## src/rtl/muldiv_sequencer_if.sv

```systemverilog
// Request/response bundle between the decoder/regfile side and the HI/LO multiply/divide unit.
// The master issues ops and MF reads; the slave owns HI/LO and reports busy/stall/done.
interface muldiv_sequencer_if #(
   parameter int unsigned WIDTH = 32
);
   logic             start;
   logic [1:0]       op;
   logic [WIDTH-1:0] a;
   logic [WIDTH-1:0] b;
   logic             mf_req;
   logic             busy;
   logic             stall;
   logic             done;
   logic [WIDTH-1:0] hi;
   logic [WIDTH-1:0] lo;
   logic             div_zero;

   modport master (
      output start, op, a, b, mf_req,
      input  busy, stall, done, hi, lo, div_zero
   );

   modport slave (
      input  start, op, a, b, mf_req,
      output busy, stall, done, hi, lo, div_zero
   );
endinterface

```

## src/rtl/muldiv_sequencer.sv

```systemverilog
// Iterative multiply/divide unit owning HI/LO: shift-add multiply and restoring divide on
// operand magnitudes, one bit per cycle, with sign fix-up before the single HI/LO write.
module muldiv_sequencer #(
   parameter int unsigned WIDTH  = 32,
   parameter bit          DIV_EN = 1'b1
) (
   input logic               clk,
   input logic               reset,
   muldiv_sequencer_if.slave bus
);
   localparam int unsigned CW = (WIDTH > 1) ? $clog2(WIDTH) : 1;

   typedef enum logic [1:0] {StIdle, StCalc, StFix} state_e;

   state_e             state_q;
   logic               div_q, zero_q, neg_q, rneg_q, done_q, dz_q;
   logic [CW-1:0]      count_q;
   logic [WIDTH-1:0]   m_q, hi_q, lo_q;
   logic [2*WIDTH-1:0] p_q;

   logic               signed_op, b_zero, div_ge;
   logic [WIDTH-1:0]   mag_a, mag_b, div_diff, quot, rem;
   logic [WIDTH:0]     mul_sum, div_sh;
   logic [2*WIDTH-1:0] mul_next, div_next, mul_res;

   // p_q: multiply = {partial product, remaining multiplier bits};
   //      divide   = {partial remainder, dividend bits shifting into quotient}.
   always_comb begin
      signed_op = bus.op[0];
      b_zero    = (bus.b == '0);
      mag_a     = (signed_op && bus.a[WIDTH-1]) ? -bus.a : bus.a;
      mag_b     = (signed_op && bus.b[WIDTH-1]) ? -bus.b : bus.b;
      mul_sum   = {1'b0, p_q[2*WIDTH-1:WIDTH]} + {1'b0, m_q & {WIDTH{p_q[0]}}};
      mul_next  = {mul_sum, p_q[WIDTH-1:1]};
      div_sh    = {p_q[2*WIDTH-1:WIDTH], p_q[WIDTH-1]};
      div_ge    = (div_sh >= {1'b0, m_q});
      div_diff  = div_ge ? WIDTH'(div_sh - {1'b0, m_q}) : div_sh[WIDTH-1:0];
      div_next  = {div_diff, p_q[WIDTH-2:0], div_ge};
      mul_res   = neg_q ? -p_q : p_q;
      quot      = neg_q ? -p_q[WIDTH-1:0] : p_q[WIDTH-1:0];
      rem       = rneg_q ? -p_q[2*WIDTH-1:WIDTH] : p_q[2*WIDTH-1:WIDTH];
   end

   always_ff @(posedge clk) begin
      if (reset) begin
         state_q <= StIdle;
         div_q   <= 1'b0;
         zero_q  <= 1'b0;
         neg_q   <= 1'b0;
         rneg_q  <= 1'b0;
         done_q  <= 1'b0;
         dz_q    <= 1'b0;
         count_q <= '0;
         m_q     <= '0;
         p_q     <= '0;
         hi_q    <= '0;
         lo_q    <= '0;
      end else begin
         done_q <= 1'b0;
         unique case (state_q)
            StIdle: begin
               if (bus.start) begin
                  div_q   <= bus.op[1];
                  dz_q    <= 1'b0;
                  zero_q  <= 1'b0;
                  count_q <= '0;
                  if (bus.op[1] && !DIV_EN) begin
                     done_q <= 1'b1;
                  end else if (bus.op[1] && b_zero) begin
                     zero_q  <= 1'b1;
                     p_q     <= {bus.a, {WIDTH{1'b1}}};
                     state_q <= StFix;
                  end else begin
                     neg_q   <= signed_op & (bus.a[WIDTH-1] ^ bus.b[WIDTH-1]);
                     rneg_q  <= signed_op & bus.a[WIDTH-1];
                     m_q     <= bus.op[1] ? mag_b : mag_a;
                     p_q     <= {{WIDTH{1'b0}}, bus.op[1] ? mag_a : mag_b};
                     state_q <= StCalc;
                  end
               end
            end
            StCalc: begin
               p_q     <= div_q ? div_next : mul_next;
               count_q <= count_q + CW'(1);
               if (count_q == CW'(WIDTH - 1)) state_q <= StFix;
            end
            StFix: begin
               state_q <= StIdle;
               done_q  <= 1'b1;
               if (zero_q) begin
                  {hi_q, lo_q} <= p_q;
                  dz_q         <= 1'b1;
               end else if (div_q) begin
                  hi_q <= rem;
                  lo_q <= quot;
               end else begin
                  {hi_q, lo_q} <= mul_res;
               end
            end
            default: state_q <= StIdle;
         endcase
      end
   end

   assign bus.busy     = (state_q != StIdle);
   assign bus.stall    = bus.busy & (bus.start | bus.mf_req);
   assign bus.done     = done_q;
   assign bus.hi       = hi_q;
   assign bus.lo       = lo_q;
   assign bus.div_zero = dz_q;
endmodule

```

## src/flat_wrapper.sv

```systemverilog
// flat-port wrapper written by rule: the top's interface ports become plain ports
module muldiv_sequencer_flat 
#(
   parameter int unsigned WIDTH  = 32,
   parameter bit          DIV_EN = 1'b1
)
  (clk, reset, bus_start, bus_op, bus_a, bus_b, bus_mf_req, bus_busy, bus_stall, bus_done, bus_hi, bus_lo, bus_div_zero);
  muldiv_sequencer_if #(.WIDTH(WIDTH)) bus_i ();
  input logic clk;
  input logic reset;
  input wire logic [$bits(bus_i.start)-1:0] bus_start;
  input wire logic [$bits(bus_i.op)-1:0] bus_op;
  input wire logic [$bits(bus_i.a)-1:0] bus_a;
  input wire logic [$bits(bus_i.b)-1:0] bus_b;
  input wire logic [$bits(bus_i.mf_req)-1:0] bus_mf_req;
  output wire logic [$bits(bus_i.busy)-1:0] bus_busy;
  output wire logic [$bits(bus_i.stall)-1:0] bus_stall;
  output wire logic [$bits(bus_i.done)-1:0] bus_done;
  output wire logic [$bits(bus_i.hi)-1:0] bus_hi;
  output wire logic [$bits(bus_i.lo)-1:0] bus_lo;
  output wire logic [$bits(bus_i.div_zero)-1:0] bus_div_zero;
  assign bus_i.start = bus_start;
  assign bus_i.op = bus_op;
  assign bus_i.a = bus_a;
  assign bus_i.b = bus_b;
  assign bus_i.mf_req = bus_mf_req;
  assign bus_busy = bus_i.busy;
  assign bus_stall = bus_i.stall;
  assign bus_done = bus_i.done;
  assign bus_hi = bus_i.hi;
  assign bus_lo = bus_i.lo;
  assign bus_div_zero = bus_i.div_zero;
  muldiv_sequencer #(.WIDTH(WIDTH), .DIV_EN(DIV_EN)) u_core (.clk(clk), .reset(reset), .bus(bus_i));
endmodule
```

## config.mk

```make
export PLATFORM = sky130hd
export DESIGN_NAME = muldiv_sequencer_flat
export DESIGN_NICKNAME = d
export VERILOG_FILES = /design/src/rtl/muldiv_sequencer_if.sv /design/src/rtl/muldiv_sequencer.sv /design/src/flat_wrapper.sv
export SDC_FILE = /design/constraint.sdc
export NUM_CORES = 1
export LEC_CHECK = 0
export ABC_AREA = 1
export CAP_MARGIN = 0
export CORE_ASPECT_RATIO = 1.25
export CORE_MARGIN = 3
export CORE_UTILIZATION = 40
export DETAILED_ROUTE_END_ITERATION = 7
export SYNTH_ARGS = -nofsm -noshare
export SYNTH_HDL_FRONTEND = slang
export SYNTH_SLANG_ARGS = --single-unit
export TNS_END_PERCENT = 10
```

## constraint.sdc

```tcl
create_clock -name clk -period 3.2 [get_ports clk]
set_input_delay 0.48 -clock clk [delete_from_list [all_inputs] [get_ports clk]]
set_output_delay 0.48 -clock clk [all_outputs]
set_load 0.01 [all_outputs]
```

Word level (Yosys, flattened, before mapping) --
Index checks and enable logic that the tools add are counted.
Operators by class: add/sub/neg operators 8, bitwise logic cells 7, reduce and logical (&&, ||, !) cells 13, equal/unequal tests 6, $lt $le $gt $ge 1, multiplexer cells 27
Operators with widths (number):
- 32-bit two-way mux | 11
- 64-bit two-way mux | 4
- 32-bit negation | 4
- 64-bit one-hot mux with 2 select lines | 1
- 64-bit negation | 1
- 32-bit by 32-bit adder with 33-bit output | 1
- 33-bit by 32-bit >= comparator with 1-bit output | 1
- 32-bit AND | 1
- 32-bit zero test | 1
- 32-bit subtractor | 1
- 5-bit one-hot mux with 2 select lines | 1
- 2-bit two-way mux | 3
- 2-bit AND reduction | 3
- 3-bit AND reduction | 2
- 2-bit nonzero test | 3
- 5-bit by 1-bit adder with 5-bit output (second input constant) | 1
- 5-bit equality test (second input constant) | 1
- 5-bit two-way mux | 1
- 1-bit two-way mux | 4
- 2-bit by 1-bit != test with 1-bit output (second input constant) | 2
- 2-bit one-hot mux with 2 select lines | 1
- 1-bit AND | 3
- 1-bit logical AND | 3
- 2-bit by 1-bit equality test with 1-bit output (second input constant) | 1
- 7 further kinds | 7
Storage, ports and cells: input bits 70, output and inout port bits 68, word-level logic and storage cells 74, register bits 173

Longest topological paths before layout --
depth in word-level cells 6, gate-level depth with buffers 20, depth with buffers taken out 19

Least setup slack after synthesis --
Ideal clock, no wire load.
path kind register -> register, start reg u_core.p_q[0], end reg u_core.p_q[45], slack 0.783 ns, data arrival time 2.348 ns, period minus slack after synthesis 2.417 ns, path buffers 2, setup time 0.070 ns, data required time 3.130 ns, cell stages (with the launch flop) 19, cells stage by stage dfxtp_1 buf_4 clkbuf_1 nand2_1 inv_1 ha_1 fa_1 nand3_1 nand2_1 nand3_1 nand2_1 nand2_1 nand3b_1 and2_1 o21ai_0 nand2_1 inv_1 nand2_1 a21oi_1
On the way: word-level cells in the longest chain between the ends 4
Ends and longest elaborated chain:
- start: declaration | RTL line muldiv_sequencer.sv:19 | logic [2*WIDTH-1:0] p_q;
- start signal: assignment | RTL line muldiv_sequencer.sv:71 | p_q <= {bus.a, {WIDTH{1'b1}}};
- start signal: assignment | RTL line muldiv_sequencer.sv:77 | p_q <= {{WIDTH{1'b0}}, bus.op[1] ? mag_a : mag_b};
- start signal: assignment | RTL line muldiv_sequencer.sv:83 | p_q <= div_q ? div_next : mul_next;
- 32-bit AND | RTL line muldiv_sequencer.sv:33 | mul_sum = {1'b0, p_q[2*WIDTH-1:WIDTH]} + {1'b0, m_q & {WIDTH{p_q[0]}}};
- 32-bit by 32-bit adder with 33-bit output | RTL line muldiv_sequencer.sv:33
- 64-bit two-way mux | RTL line muldiv_sequencer.sv:83
- 64-bit one-hot mux with 2 select lines | RTL line muldiv_sequencer.sv:60 | unique case (state_q)
Every way passes these cells. A chain may end at the register's enable or synchronous reset.

Worst setup path after layout --
start reg u_core.p_q[0], end reg u_core.p_q[50]
Same word-level chain as after synthesis.

==> metrics <==
outcome=finished clean; sequential fraction of the synthesis area=0.194; asr flop ratio synth=0; hold_buf cts=0; R2R setup slack=between 0.3 and 0.4 ns; Reg clk slew, reported paths=0.09 ns; switching part of the total power=0.483; Warnings, synthesis=0; critical path required time=3.63 ns; Crit Reg-Reg Endpoint=u_core.p_q[50]; max_slew headroom=0.470; hold path startpoint=u_core.bus.hi[1]; DPL Wire Length=69.3 mm; largest family of logic cells by synthesized area=simple AND/OR/NAND/NOR gates; mux cell area share after synthesis=0.000560; H-Tree Depth=4; Reg2Reg Depth=18; gr usage total=0.342; # setup viols final=0; Final Skew=0.0242 ns; DRT Pass-1 Iters=8; simple-gate portion of the synthesized area=0.386; sw power=about 0.0047 W; Synth top cells by count=nand2_1 (896), inv_1 (475), nor2_1 (327); final net count=3481; Compound-Gate Fraction of Synth Area=0.179; Die Y-Extent=242 um; Pwr per Cell Area=approximately 460 mW/mm2; Layout area overhead=19.3%; post-synth top area share=0.194; synthesized-area fraction occupied by adder cells=0.0512; Post-Synth XOR/XNOR Area=0.0554; Top Ports=approximately 140; most common cell in the netlist=nand2_1; Initial Util=0.405; Internal=~0.0050 W; GPL Wtd Cong=1.04; Skew-Pair Late Insertion Delay=0.49 ns; data arrival time of the worst path=approximately 3.3 ns; drt drc=0; Buffers on Ports=137; largest net degree at the start of global routing=80; Final Max Tran Viols=0; Worst Hold Class=flop to flop; area of the multi-input gates=roughly 0.012 mm2; cells after synthesis=3138; die area=0.0473 mm2; first-pass GRT wire length=around 120 mm; die width=approximately 200 um; Cell variety after synth=58; Vias=around 22000; wire per inst=21.4 um; Post-Syn Area per Cell=5.70 um2; Hold Path Sink=u_core.bus.hi[1]; CP Capture Type=flop; Final ANT Viol Nets=0; EDFF count, synth=0; CTS sink cnt=approximately 170; Hold Fails Final Rpt=0; DRT iter0 DRCs=1849; Core ar.=0.0441 mm2; Flop pwr share=0.262; antenna cells=0; vias in the first global route=20500; syn nets=~3300; power share of the clock group=0.238; Worst Hold Path Cells=2; Fin Setup TNS=0 ns; RSZ-0062 raised after global routing=no; Setup crit start kind=flop; worst r2r src=u_core.p_q[0]; drt via density=between 5 and 6; combinational power share=0.499; FP Rows=86; crit path max fanout=13; fraction of layout cells with a size suffix above 1=0.0946; Post-CTS Resized=0; fin crit period=2.88 ns; total chip power=0.00972 W; CTS tree=built; Num CTS Buffers=17; synth top area cells=dfxtp_1 (19%), nand2_1 (19%), inv_1 (10%); WS Path Type=flop to flop; Post-CTS Setup Inserts=0; register area=0.00347 mm2; leak pwr=10.7 nW; # fillers=4858; flops & latches, synth=173; GRT overflow=0; clk root buf=clkbuf_16; biggest area consumer among synthesized cells=dfxtp_1; max cap viols=0; initial antenna violation count=1; synthesized area=0.0179 mm2; Clock Path Buffers=2; Final WS setup=0.322 ns; FMAX=roughly 0.35 GHz; main flop type after synthesis=dfxtp_1; Worst-Margin Slew=a little under 0.8 ns; DP Worst Slack=0.101 ns; part of the cycle the worst path needs=0.899; WL final=84.0 mm; maximum VDD drop=0.350 mV
[registers in the layout (all words and copies together) (netlist names)]
signal and cells:
u_core.m_q 32, u_core.bus.div_zero 1, u_core.count_q 5, u_core.zero_q 1, u_core.div_q 1, u_core.bus.lo 32
u_core.rneg_q 1, u_core.p_q 64, u_core.neg_q 1, u_core.state_q 2, u_core.bus.hi 32, u_core.bus.done 1
[cell families after synthesis]
family	after synthesis
xor gates and xnor gates	113
DFF	173
and+or+nand+nor	1607
buffers and inverters	607
adders and majority gates	72
muxes	1
AOI/OAI and AO/OA	565
[worst max path at each step]
stage / from / end / slack, ns / cells after the start
CTS: u_core.p_q[0] / u_core.p_q[50] / 0.33 / 18
global route: u_core.p_q[0] / u_core.p_q[50] / 0.04 / 18
finish: u_core.p_q[0] / u_core.p_q[50] / 0.32 / 18
global placement: bus_b[0] / u_core.p_q[35] / 0.15 / 14
detailed placement: bus_b[0] / u_core.p_q[43] / 0.10 / 14
floorplan: u_core.p_q[0] / u_core.p_q[45] / 0.78 / 18
[power groups by stage]
stage,Clock [W],Sequential (W),Combinational (W)
after floorplan,0,0.00253,0.00303
after global placement,0,0.00258,0.00472
after detailed placement,0,0.00259,0.00474
after CTS,0.00234,0.00254,0.00477
after global routing,0.00241,0.00256,0.00528
final,0.00232,0.00255,0.00485
[layout by cell type (no fill, tap or decap), types with 12 or more instances in the layout]
cell | netlist | final
a21oi_1 | 175 | 175
o21ai_0 | 239 | 239
nand2_2 | 24 | 24
nor2_1 | 327 | 323
o22ai_1 | 21 | 21
nand2_1 | 896 | 896
nand3_1 | 203 | 203
clkdlybuf4s50_1 | 0 | 136
clkbuf_16 | 0 | 17
buf_4 | 10 | 156
ha_1 | 70 | 70
xor2_1 | 99 | 99
a221oi_1 | 14 | 14
inv_2 | 11 | 12
nor2_2 | 13 | 15
nor3_1 | 33 | 33
o21ai_1 | 21 | 21
xnor2_1 | 14 | 14
inv_1 | 475 | 475
nand4_1 | 38 | 38
o211ai_1 | 25 | 25
a31oi_1 | 15 | 15
dfxtp_1 | 173 | 172
nand3_2 | 25 | 25
[metal layers]
| layer | wire length, um | track usage | up-vias |
|---|---|---|---|
| met5 | 0 | 0 | - |
| met4 | 4880 | 0.181 | 0 |
| met3 | 5200 | 0.0344 | 197 |
| met2 | 38900 | 0.565 | 880 |
| met1 | 35000 | 0.439 | 10000 |
| li1 | - | - | 10500 |
[worst max-delay path, stage by stage, from the launching register on]
cell and delay, ns:
dfxtp_1 0.34, buf_12 0.16, buf_4 0.17, nand2_1 0.17
inv_1 0.07, ha_1 0.37, nand2_1 0.15, nor2_1 0.15
nand2_1 0.13, inv_1 0.10, nand4_1 0.08, nand3_1 0.18
nor2_1 0.06, o21ai_0 0.21, buf_4 0.17, nand2_1 0.06
inv_1 0.09, nand2_1 0.06, a21oi_1 0.11
[through the flow]
stage               std cells  cell area [um2]  utilization  hold WS [ns]
floorplan                3138            17900            -         0.443
global placement         3892            20700        0.469         0.454
detailed placement       3892            20700        0.469         0.462
CTS                      3924            21300        0.483         0.474
global route             3924            21300        0.483         0.502
finish                   3924            21300        0.483         0.472
[cell type report]
type	count	share of cell area
clock buffers	17	0.0199
clock inverters	15	0.00968
inverters	491	0.0864
multi-input cells	2358	0.564
flip-flops and latches	173	0.163
well taps	572	0.0336
repair buffers	298	0.124
Note: power is estimated with default switching activity, not from simulation.
